==> src/rtl/io_map_pkg.sv <==
// Address map shared by the I/O port block: IO space select bit and the
// low-byte register addresses decoded inside that space.
package io_map_pkg;

  localparam int IO_SPACE_BIT = 7;

  localparam logic [7:0] OUT0_ADDR = 8'h80;
  localparam logic [7:0] OUT1_ADDR = 8'h84;
  localparam logic [7:0] OUT2_ADDR = 8'h88;
  localparam logic [7:0] SW0_ADDR  = 8'hC0;
  localparam logic [7:0] SW1_ADDR  = 8'hC4;
  localparam logic [7:0] KEYF_ADDR = 8'hC8;
  localparam logic [7:0] KEYS_ADDR = 8'hCC;

  function automatic logic is_io(input logic [31:0] a);
    return a[IO_SPACE_BIT];
  endfunction

endpackage

==> src/rtl/key_debounce.sv <==
// Push-button conditioning: two-flop synchronizer, stability counter and an
// accepted level, plus a pulse on the cycle the level is accepted as pressed.
module key_debounce #(
  parameter int DEB_CYCLES = 4
) (
  input  logic clock,
  input  logic reset,
  input  logic key,
  output logic key_stable,
  output logic rise
);

  localparam int CNT_W = $clog2(DEB_CYCLES);
  localparam logic [CNT_W-1:0] CNT_MAX = CNT_W'(DEB_CYCLES - 1);
  localparam logic [CNT_W-1:0] CNT_ONE = CNT_W'(1);

  logic             key_meta;
  logic             key_sync;
  logic [CNT_W-1:0] cnt;

  // Synchronize the raw key and accept a new level only after it held steady.
  always_ff @(posedge clock) begin
    if (reset) begin
      key_meta   <= 1'b0;
      key_sync   <= 1'b0;
      key_stable <= 1'b0;
      cnt        <= '0;
    end else begin
      key_meta <= key;
      key_sync <= key_meta;
      if (key_sync == key_stable) begin
        cnt <= '0;
      end else if (cnt == CNT_MAX) begin
        key_stable <= key_sync;
        cnt        <= '0;
      end else begin
        cnt <= cnt + CNT_ONE;
      end
    end
  end

  // High during the cycle whose closing edge raises key_stable, so the flag
  // can set on that same edge.
  assign rise = ~key_stable & key_sync & (cnt == CNT_MAX);

endmodule

==> src/rtl/io_port_unit.sv <==
// Memory-mapped I/O port block: steers stores to data memory or output
// registers and returns memory data or conditioned board inputs on loads.
module io_port_unit
  import io_map_pkg::*;
#(
  parameter int DEB_CYCLES = 4,
  parameter int IN_W       = 8
) (
  input  logic            clock,
  input  logic            reset,
  input  logic [31:0]     addr,
  input  logic [31:0]     wdata,
  input  logic            we,
  input  logic [31:0]     mem_rdata,
  input  logic [IN_W-1:0] sw0,
  input  logic [IN_W-1:0] sw1,
  input  logic            key,
  output logic            dmem_we,
  output logic [31:0]     rdata,
  output logic [31:0]     out_port0,
  output logic [31:0]     out_port1,
  output logic [31:0]     out_port2
);

  logic [IN_W-1:0] sw0_meta;
  logic [IN_W-1:0] sw0_sync;
  logic [IN_W-1:0] sw1_meta;
  logic [IN_W-1:0] sw1_sync;
  logic            key_stable;
  logic            key_rise;
  logic            key_flag;
  logic            io_sel;
  logic [7:0]      reg_addr;
  logic            unused_addr_bits;

  assign io_sel           = is_io(addr);
  assign reg_addr         = addr[7:0];
  assign dmem_we          = we & ~io_sel;
  // Upper address bits are deliberately ignored so the map aliases.
  assign unused_addr_bits = ^addr[31:8];

  key_debounce #(
    .DEB_CYCLES (DEB_CYCLES)
  ) u_key_debounce (
    .clock      (clock),
    .reset      (reset),
    .key        (key),
    .key_stable (key_stable),
    .rise       (key_rise)
  );

  // Switch synchronizers; switches are levels, so no debounce.
  always_ff @(posedge clock) begin
    if (reset) begin
      sw0_meta <= '0;
      sw0_sync <= '0;
      sw1_meta <= '0;
      sw1_sync <= '0;
    end else begin
      sw0_meta <= sw0;
      sw0_sync <= sw0_meta;
      sw1_meta <= sw1;
      sw1_sync <= sw1_meta;
    end
  end

  // Output port registers written by IO-space stores.
  always_ff @(posedge clock) begin
    if (reset) begin
      out_port0 <= 32'h0000_0000;
      out_port1 <= 32'h0000_0000;
      out_port2 <= 32'h0000_0000;
    end else if (we && io_sel) begin
      case (reg_addr)
        OUT0_ADDR: out_port0 <= wdata;
        OUT1_ADDR: out_port1 <= wdata;
        OUT2_ADDR: out_port2 <= wdata;
        default: begin
        end
      endcase
    end
  end

  // Sticky press flag; a new press beats a simultaneous software clear.
  always_ff @(posedge clock) begin
    if (reset) begin
      key_flag <= 1'b0;
    end else if (key_rise) begin
      key_flag <= 1'b1;
    end else if (we && io_sel && (reg_addr == KEYF_ADDR) && wdata[0]) begin
      key_flag <= 1'b0;
    end
  end

  // Load data mux.
  always_comb begin
    rdata = 32'h0000_0000;
    if (!io_sel) begin
      rdata = mem_rdata;
    end else begin
      case (reg_addr)
        SW0_ADDR:  rdata = {{(32-IN_W){1'b0}}, sw0_sync};
        SW1_ADDR:  rdata = {{(32-IN_W){1'b0}}, sw1_sync};
        KEYF_ADDR: rdata = {31'h0000_0000, key_flag};
        KEYS_ADDR: rdata = {31'h0000_0000, key_stable};
        default:   rdata = 32'h0000_0000;
      endcase
    end
  end

endmodule

==> config.mk <==
export PLATFORM = sky130hd
export DESIGN_NAME = io_port_unit
export DESIGN_NICKNAME = d
export VERILOG_FILES = /design/src/rtl/io_map_pkg.sv /design/src/rtl/key_debounce.sv /design/src/rtl/io_port_unit.sv
export SDC_FILE = /design/constraint.sdc
export NUM_CORES = 1
export LEC_CHECK = 0
export BUFFER_PORTS_ARGS = -buffer_cell sky130_fd_sc_hd__buf_4
export CAP_MARGIN = 30
export CORE_MARGIN = 5
export CORE_UTILIZATION = 42
export DETAILED_ROUTE_END_ITERATION = 10
export GPL_TIMING_DRIVEN = 1
export PLACE_DENSITY = 0.78
export SYNTH_ARGS = -nofsm -noshare
export SYNTH_HDL_FRONTEND = slang
export SYNTH_SLANG_ARGS = --single-unit
==> constraint.sdc <==
create_clock -name clock -period 1.4 [get_ports clock]
set_input_delay 0.21 -clock clock [delete_from_list [all_inputs] [get_ports clock]]
set_output_delay 0.21 -clock clock [all_outputs]
set_load 0.005 [all_outputs]
==> results.md <==
- Drt first pass iters: 4
- Largest stage delay, worst path: 0.31 ns
- Top-area cell type share of the netlist area: around 50%
- Mapped Cells: 499
- Most frequent cells after synthesis: 134 x dfxtp_1, 129 x nand2b_1, 97 x mux2i_1
- Clock Power Share: 51.0%
- CTS max path bufs: 2
- Tcrit/Tclk final: 113%
- FFs w/ async S/R, synth: 0%
- Tmin final: roughly 1.6 ns
- CTS tree: built
- Register clock-pin slew on the reported worst setup and hold paths: about 0.060 ns
- PortBufs: 220
- Top post-synthesis cells by area: dfxtp_1 50%, mux2i_1 18%, nand2b_1 15%, nor2b_1 7.1%, buf_12 1.5%
- Largest net degree at the start of global routing: just under 60
- Post-synth EDFFs: 0
- CP max stage cell: dfxtp_1
- P_int: roughly 0.0073 W
- Delay-heaviest family, CP: flip-flops
- P_leak: 3.86 nW
- Max-cap violations: 0
- Cell area after synthesis: 5400 sq um
- Std-Cell Rows: 41
- Distinct cells, synth: 28
- Failing checks: negative setup slack
- Reg area: 2680 sq um
- Initial Util: 42.8%
- WHS: 0.0163 ns
- Final ANT Viol Nets: 0
- Pins Over Slew Limit: 0
- WS Path Type: reg -> out
- Final HPWL DP: 10.5 mm
- CP Max Fanout: 1
- H-tree lvl count: 4
- Final net count: roughly 860
- VDD IR max: just under 0.7 mV
- Post-route setup TNS: -0.452 ns
- Worst relative slew slack: 75.2%
- Worst-margin pin slew: 0.371 ns
- Die area: 15200 sq um
- Power per cell area: approximately 1100 nW/um^2
- Non-filler cells, final: about 900
- Most common cell in the netlist: dfxtp_1
- Clock root cell: clkbuf_16
- Via count: 4298
- Cells after DPL: between 800 and 900
- Clock Sinks: 134
- Setup ws final: -0.176 ns
- Net Sw Frac: 21.1%
- First-pass GRT wire length: 22.0 mm
- Die Span Y: 123 um
- Layout cells sized above 1: 39.5%
- Largest area contributor in the synthesized netlist: dfxtp_1
- Sequential power share: 41.8%
- Avg Vias per Cell: 4.66
- Critical Path AT: 1.37 ns
- Vias in the first global route: ~4400
- Gpl congestion: 0.811
- Status: finished with violations
- CP bufs+invs: 1
- Pre-CTS setup slack: -0.142 ns
- Max Clock Skew: between 0.007 and 0.008 ns
- # IOs: 245
- Required time of the critical path: 1.19 ns
- Routed wire length per instance: 15.8 um
- Starting DRT DRC Count: 180
- CP Launch Type: register
- Drc violations: 0
- Seq/Total Area, Yosys: roughly half
- Initial antenna violation count: 0
- Die Width: 123 um
- Syn Area/Cell: 10.8 sq um
- Setup Viol. Count Final: 7
- Final Hold Viols: 0
- YS warnings: 0
- FF+latch count, synth: ~130
- FMAX: 0.635 GHz
- Ant. Diodes: 0
- Num CTS Buffers: 17
- Global route overflow: 0
- Critical Path, Cell by Cell: mux2_2 -> a22oi_2 -> o41ai_2 -> buf_4
- DRT Wirelength: ~15 mm
- Synth-to-Final Area Change: 51.0%
- Psw: between 0.0015 and 0.002 W
- Fillers: between 1000 and 1500
- CP Capture Type: output port
- Core area: 12600 sq um
- Worst skew pair latency: 0.42 ns
- Logic pwr share: 7.3%
- Area of the multi-input gates: 2570 sq um
- Syn Nets: approximately 600
- Total track usage: about a fifth
- Top_reg_cell synth: dfxtp_1
- Worst Hold Class: in -> reg
- Unrepaired setup endpoints after global routing: yes
## per-stage QoR
| stage | cell area (sq um) | total power, W | utilization, % |
|---|---|---|---|
| 3_5_place_dp | 7300 | 0.00459 | 57.9 |
| 2_1_floorplan | 5400 | 0.00421 | - |
| 6_report | 8160 | 0.00930 | 64.6 |
| 4_1_cts | 8100 | 0.00937 | 64.2 |
| 5_1_grt | 8160 | 0.00962 | 64.6 |
| 3_3_place_gp | 7300 | 0.00457 | 57.9 |
## layer usage
metal | GRT usage [%] | vias up | share of wire (%) | wire length [um]
li1 | - | 2125 | - | -
met1 | 21.2 | 2010 | 40 | 5860
met2 | 32.8 | 143 | 51 | 7370
met3 | 6.36 | 20 | 7.7 | 1130
met4 | 6.44 | 0 | 1.5 | 215
met5 | 0 | - | 0 | 0
## sequential cells by signal (all words and copies together) (netlist names)
| signal | flops |
|---|---|
| key_flag | 1 |
| out_port0 | 32 |
| out_port1 | 32 |
| out_port2 | 32 |
| sw0_meta | 8 |
| sw0_sync | 8 |
| sw1_meta | 8 |
| sw1_sync | 8 |
| u_key_debounce.cnt | 2 |
| u_key_debounce.key_meta | 1 |
| u_key_debounce.key_stable | 1 |
| u_key_debounce.key_sync | 1 |
## power groups by stage
| stage | logic (W) | clock network (W) | registers [W] |
|---|---|---|---|
| floorplan | 0.000259 | 0 | 0.00396 |
| global placement | 0.000614 | 0 | 0.00396 |
| detailed placement | 0.000631 | 0 | 0.00396 |
| CTS | 0.000667 | 0.00482 | 0.00388 |
| global route | 0.000732 | 0.00500 | 0.00388 |
| finish | 0.000676 | 0.00474 | 0.00388 |
## cell usage in the layout, fill, tap and decap left out
cell type,count
a21oi_1,1
a22oi_2,8
a41o_1,1
and3_1,2
and3_2,1
buf_12,8
buf_4,230
buf_6,2
buf_8,1
bufinv_16,4
clkbuf_1,1
clkbuf_16,17
clkbuf_8,1
clkinv_4,2
clkinvlp_4,4
dfxtp_1,133
dfxtp_2,1
dlygate4sd3_1,9
ha_1,2
inv_1,9
inv_6,3
mux2_2,1
mux2_4,1
mux2i_1,97
nand2_1,2
nand2b_1,129
nand3_2,3
nor2_1,1
nor2b_1,61
nor3_1,1
nor3b_4,1
nor4_1,1
nor4_4,1
nor4b_1,1
nor4b_2,1
nor4b_4,1
o22ai_1,3
o22ai_2,4
o41ai_2,1
## timing repair
| action | CTS | global route |
|---|---|---|
| setup buffers | 0 | 3 |
| gates cloned | 0 | 0 |
| endpoints found under the hold margin | 9 | 0 |
| hold buffers | 9 | 0 |
| pin swaps | 9 | 11 |
| resized for setup | 16 | 6 |
| setup endpoints to repair | 7 | 8 |
## final timing paths
check | start | end | slack (ns) | cells after the start
hold / removal | sw0[3] | sw0_meta[3] | 0.02 | 2
setup reg to reg | u_key_debounce.key_stable | u_key_debounce.key_stable | 0.13 | 5
hold reg to reg | sw0_meta[4] | sw0_sync[4] | 0.44 | 1
setup / recovery | sw0_sync[0] | rdata[0] | -0.18 | 4
## cells by family (layout without fill, tap and decap cells)
logic type	after synthesis	count (layout)	synth area share (%)
adders and majority gates	2	2	0.463
DFF	134	134	49.7
and+or+nand+nor	206	206	24.8
muxes	99	99	18.4
buffers and inverters	40	291	4.35
AOI/OAI and AO/OA	18	18	2.36
## area by class of cell
| type | count | share of cell area [%] |
|---|---|---|
| clock buffers | 19 | 5.43 |
| clock inverters | 13 | 2.38 |
| inverters | 9 | 0.414 |
| multi-input cells | 325 | 31.5 |
| flip-flops and latches | 134 | 32.9 |
| well taps | 172 | 2.64 |
| repair buffers | 250 | 24.7 |
No activity file was read; power rests on OpenSTA's default activity.
